<file path="src/rtl/mux_scan_ctrl.sv">
// Sequencer for a 4:1 select mux: walks the enabled channels lowest-first, holds each
// select for DWELL cycles, then latches y into that channel's result bit.
module mux_scan_ctrl #(
  parameter int DWELL = 4,
  parameter int CW    = 8
) (
  input  logic       clk,
  input  logic       rst_n,
  input  logic       start,
  input  logic [3:0] mask,
  input  logic       y,
  output logic       s0,
  output logic       s1,
  output logic       busy,
  output logic       done,
  output logic [3:0] result,
  output logic [3:0] valid
);

  typedef enum logic [1:0] {
    ST_IDLE   = 2'd0,
    ST_SETTLE = 2'd1,
    ST_FINISH = 2'd2
  } state_t;

  localparam logic [CW-1:0] CNT_LAST = CW'(DWELL - 1);

  state_t      state_q;
  logic [CW-1:0] cnt_q;
  logic [3:0]  mask_q;
  logic [1:0]  sel_q;
  logic        busy_q;
  logic        done_q;
  logic [3:0]  result_q;
  logic [3:0]  valid_q;

  logic [1:0]  first_sel_d;
  logic [1:0]  next_sel_d;
  logic        next_vld_d;

  // Lowest enabled channel of the incoming request.
  always_comb begin
    first_sel_d = 2'd0;
    for (int i = 3; i >= 0; i--) begin
      if (mask[i]) first_sel_d = 2'(i);
    end
  end

  // Nearest latched channel strictly above the one currently selected.
  always_comb begin
    next_sel_d = sel_q;
    next_vld_d = 1'b0;
    for (int i = 3; i >= 0; i--) begin
      if (mask_q[i] && (2'(i) > sel_q)) begin
        next_sel_d = 2'(i);
        next_vld_d = 1'b1;
      end
    end
  end

  always_ff @(posedge clk or negedge rst_n) begin
    if (!rst_n) begin
      state_q  <= ST_IDLE;
      cnt_q    <= '0;
      mask_q   <= '0;
      sel_q    <= 2'd0;
      busy_q   <= 1'b0;
      done_q   <= 1'b0;
      result_q <= '0;
      valid_q  <= '0;
    end else begin
      done_q <= 1'b0;
      case (state_q)
        ST_IDLE: begin
          if (start) begin
            result_q <= '0;
            valid_q  <= '0;
            if (mask != 4'd0) begin
              mask_q  <= mask;
              sel_q   <= first_sel_d;
              busy_q  <= 1'b1;
              cnt_q   <= '0;
              state_q <= ST_SETTLE;
            end else begin
              done_q  <= 1'b1;
              state_q <= ST_FINISH;
            end
          end
        end
        ST_SETTLE: begin
          if (cnt_q != CNT_LAST) begin
            cnt_q <= cnt_q + 1'b1;
          end else begin
            result_q[sel_q] <= y;
            valid_q[sel_q]  <= 1'b1;
            cnt_q           <= '0;
            if (next_vld_d) begin
              sel_q <= next_sel_d;
            end else begin
              // Select stays on the last channel while idle.
              busy_q  <= 1'b0;
              done_q  <= 1'b1;
              state_q <= ST_FINISH;
            end
          end
        end
        ST_FINISH: begin
          state_q <= ST_IDLE;
        end
        default: begin
          state_q <= ST_IDLE;
        end
      endcase
    end
  end

  assign s0     = sel_q[0];
  assign s1     = sel_q[1];
  assign busy   = busy_q;
  assign done   = done_q;
  assign result = result_q;
  assign valid  = valid_q;

endmodule

</file>
<file path="config.mk">
export PLATFORM = sky130hd
export DESIGN_NAME = mux_scan_ctrl
export DESIGN_NICKNAME = d
export VERILOG_FILES = /design/src/rtl/mux_scan_ctrl.sv
export SDC_FILE = /design/constraint.sdc
export NUM_CORES = 1
export LEC_CHECK = 0
export BUFFER_PORTS_ARGS = -buffer_cell sky130_fd_sc_hd__buf_2
export CAP_MARGIN = 20
export CORE_MARGIN = 1.5
export CORE_UTILIZATION = 49
export CTS_CLUSTER_SIZE = 30
export DETAILED_ROUTE_END_ITERATION = 8
export GPL_TIMING_DRIVEN = 0
export PLACE_DENSITY = 0.73
export SYNTH_ARGS = -nofsm -noshare
export SYNTH_HDL_FRONTEND = slang
export SYNTH_SLANG_ARGS = --single-unit
</file>
<file path="constraint.sdc">
create_clock -name clk -period 2.1 [get_ports clk]
set_input_delay 0.105 -clock clk [delete_from_list [all_inputs] [get_ports clk]]
set_output_delay 0.105 -clock clk [all_outputs]
set_load 0.005 [all_outputs]
</file>
==> qor_table.md <==
| Result | Reported | Unit |
|---|---|---|
| Share of the synthesized area in the top cell type | 51.81 | % |
| Final critical-path setup slack | -0.09820 | ns |
| Leading area contributor after synthesis | sky130_fd_sc_hd__dfrtp_1 | - |
| Hold WS | 0.02517 | ns |
| Sw Pwr | 0.7633 | mW |
| Instance count after placement with tap cells included | 181 | - |
| Seq/Total Area, Yosys | 51.81 | % |
| Mapped Area | 0.001207 | mm^2 |
| Sw frac | 39.64 | % |
| Area grow syn2layout | 24.77 | % |
| Post-layout util | 66.19 | % |
| Crit Path Max Fanout | 4 | - |
| Simple-gate share of the synthesized area | 25.08 | % |
| Final setup violation count | 2 | - |
| Synth Area in Compound Gates | 15.96 | % |
| GRT Util Overall | 22.88 | % |
| First-pass detailed-route iteration total | 4 | - |
| Total power | 1.925 | mW |
| Least-Margin Pin Slew | 0.5487 | ns |
| Clock power frac | 11.0 | % |
| Layout cell share with drive strength beyond 1 | 26.79 | % |
| Comb power frac | 48.9 | % |
| Proportion of synthesized area in mux cells | 2.487 | % |
| Distinct cell type count after synthesis | 31 | - |
| Routability-driven placement congestion ratio | 0.7541 | - |
| RSZ-0062 raised after global routing | true | - |
| TritonCTS clock tree | done | - |
| Final clock period utilization by the worst path | 104.7 | % |
| Startpoint of the worst register-to-register path | cnt_q[1] | - |
| Mapped Nets | 143 | - |
| Async set or reset register ratio after synthesis | 100.0 | % |
| Post-detailed-placement half-perimeter wirelength | 1785 | um |
| Fin cells | 196 | - |
| Internal reg-to-reg setup slack | -0.1 | ns |
| Number of buffers inserted by port buffering | 19 | - |
| Failing checks | negative setup slack | - |
| Timing-limited maximum frequency | 454.9 | MHz |
| Initial standard-cell utilization of the core | 53.05 | % |
| DR DRC count | 0 | - |
| Worst EP required | 2.31 | ns |
| Leakage power | 0.7222 | nW |
| Summed area of non-filler cells in the final layout | 0.001506 | mm^2 |
| Reg-to-reg endpoint | sel_q[0] | - |
| Number of top-level pins | 20 | - |
| Critical Path End Type | register | - |
| Part of the power in registers | 40.2 | % |
| Max-cap viol count | 0 | - |
| DRC violation total after the first TritonRoute iteration | 28 | - |
| Max-slew violations | 0 | - |
| Clock input transition at the sequential cells of the worst setup and hold paths | 0.12 | ns |
| Total wirelength of the detailed-routed design | 2728 | um |
| Height of the chip | 52.64 | um |
| Synth Warn # | 0 | - |
| Most used flip-flop cell after synthesis | sky130_fd_sc_hd__dfrtp_1 | - |
| # rows | 17 | - |
| Net total in the final layout | 178 | - |
| Maximum number of pins on one net before global-route repair | 26 | - |
| Fin Clk Skew | 0.001443 | ns |
| ANT nets after route | 0 | - |
| Number of synthesized register bits | 25 | - |
| Wire per inst | 13.92 | um |
| Worst relative slew slack | 63.42 | % |
| Critical Path Sink | sel_q[0] | - |
| Number of global-route vias before repair | 1,025 | - |
| Result of the run | finished with violations | - |
| Cell count of the worst reg-to-reg path | 6 | - |
| Setup TNS after final layout | -0.1234 | ns |
| Top post-synthesis cells by count | 25 x sky130_fd_sc_hd__dfrtp_1, 20 x sky130_fd_sc_hd__nand2_1, 16 x sky130_fd_sc_hd__nor2_1, 13 x sky130_fd_sc_hd__o21ai_0, 8 x sky130_fd_sc_hd__a21oi_1 | - |
| H-tree depth | 1 | - |
| Post-synth EDFFs | 0 | - |
| Power Dens Cells | 1278 | mW/mm^2 |
| Most instantiated library cell after synthesis | sky130_fd_sc_hd__dfrtp_1 | - |
| Largest vdd supply drop | 0.0008624 | V |
| First-pass GRT wire length | 4602 | um |
| Adder-cell share of the synthesized area | 1.036 | % |
| Post-layout min period | 2.198 | ns |
| Congestion Overflow GR | 0 | - |
| Insertion delay to the later sink of the worst-skew pair | 0.32 | ns |
| Diodes inserted | 0 | - |
| Setup WS pre-CTS | -0.2277 | ns |
| Standard cell core area | 0.002276 | mm^2 |
| Internal portion of total power | 1.162 | mW |
| Top post-synthesis cells by area | sky130_fd_sc_hd__dfrtp_1 52%, sky130_fd_sc_hd__nand2_1 6.2%, sky130_fd_sc_hd__o21ai_0 5.4%, sky130_fd_sc_hd__nor2_1 5.0%, sky130_fd_sc_hd__a21oi_1 3.3% | - |
| Die width | 52.64 | um |
| CP arrival | 2.41 | ns |
| Class of the most critical setup path | reg2reg | - |
| Cells after Synth | 134 | - |
| Xor/xnor cell area share of the yosys netlist | 0.7254 | % |
| Worst hold path class | in2reg | - |
| Kind of start point of the critical path | register | - |
| Hold violation count in the final report | 0 | - |
| Main combinational cell family by area after synthesis | simple AND/OR/NAND/NOR gates | - |
| Clock buffer depth | 2 | - |
| Clk sink count | 25 | - |
| Number of antenna violations at the first check in global routing | 0 | - |
| Number of buffers added by the clock tree synthesis step | 3 | - |
| Per-instance average area after synthesis | 9.011 | um^2 |
| Die Area | 0.002771 | mm^2 |
| Placed inst area | 0.001340 | mm^2 |
| Routed via count | 1,088 | - |
| Vias/cell | 5.551 | - |
| Clk Tree Root Cell | sky130_fd_sc_hd__clkbuf_4 | - |
| Critical Path Source | cnt_q[1] | - |
==> per-layer routing <==
| metal | vias up | part of all wire, % | routed length [um] | track usage, % |
|---|---|---|---|---|
| li1 | 549 | - | - | - |
| met1 | 509 | 46 | 1259 | 31.00 |
| met2 | 28 | 48 | 1315 | 36.67 |
| met3 | 2 | 4.5 | 123 | 2.571 |
| met4 | 0 | 1.1 | 29 | 10.26 |
| met5 | - | 0 | 0 | 0 |
==> area by class of cell <==
cell class              count  area, um^2
multi-input cells         100       595.6
well taps                  28       35.03
fillers                   198       769.5
flip-flops and latches     25       628.1
repair buffers             32       195.2
clock buffers               4       26.28
plain buffers               2       7.507
inverters                   5       18.77
==> timing repair <==
action,CTS,global route
setup buffers,6,6
hold buffers,1,0
pin swaps,3,2
resized for setup,4,9
hold endpoints to repair,25,0
endpoints found under the setup margin,11,9
==> sequential cells by signal (all words and copies together), names as in the netlist <==
name     flops
sel_q        2
result       4
valid        4
mask_q       3
cnt_q        8
state_q      2
busy         1
done         1
==> power by group through the flow <==
stage | clock [mW] | sequential, mW | combinational [mW]
finish | 0.211 | 0.773 | 0.941
global placement | 0 | 0.769 | 0.675
CTS | 0.222 | 0.768 | 0.794
floorplan | 0 | 0.755 | 0.489
global route | 0.245 | 0.800 | 1.05
detailed placement | 0 | 0.777 | 0.691
==> worst max-delay path, cell delays in order, from the launching register on <==
cell	delay [ns]
sky130_fd_sc_hd__dfrtp_1	0.42
sky130_fd_sc_hd__ha_4	0.15
sky130_fd_sc_hd__or4b_4	0.47
sky130_fd_sc_hd__or3_4	0.42
sky130_fd_sc_hd__or4b_1	0.47
sky130_fd_sc_hd__o21ai_1	0.10
sky130_fd_sc_hd__nor3_1	0.06
==> cell usage in the layout, fill, tap and decap left out, drive strengths merged, types with 2 or more instances in the layout <==
cell    synthesis  layout
a21oi           8       8
a31oi           2       2
and3            3       3
buf             0      31
clkbuf          4       6
dfrtp          25      25
inv             5       5
mux2i           3       3
nand2          20      20
nand2b          2       2
nand3           4       4
nor2           16      16
nor2b           2       2
nor3            6       6
o21ai          14      14
o22ai           3       3
o41ai           2       2
or3             3       3
or4b            2       2
==> worst min path at each step <==
stage                 start         to  slack, ns  cells past startpoint
global route        mask[1]  mask_q[1]       0.01                      3
finish              mask[3]  mask_q[3]       0.03                      3
global placement      rst_n   cnt_q[6]       0.12                      1
detailed placement    rst_n   cnt_q[6]       0.13                      1
floorplan             rst_n       busy      -0.19                      0
CTS                 mask[3]  mask_q[3]       0.01                      3
==> cell families after synthesis <==
logic type / Yosys count
simple gates: 62
compound gates: 33
flops: 25
buf+inv: 9
mux: 3
xor+xnor: 1
fa+ha+maj: 1
No activity file was read; power rests on OpenSTA's default activity.
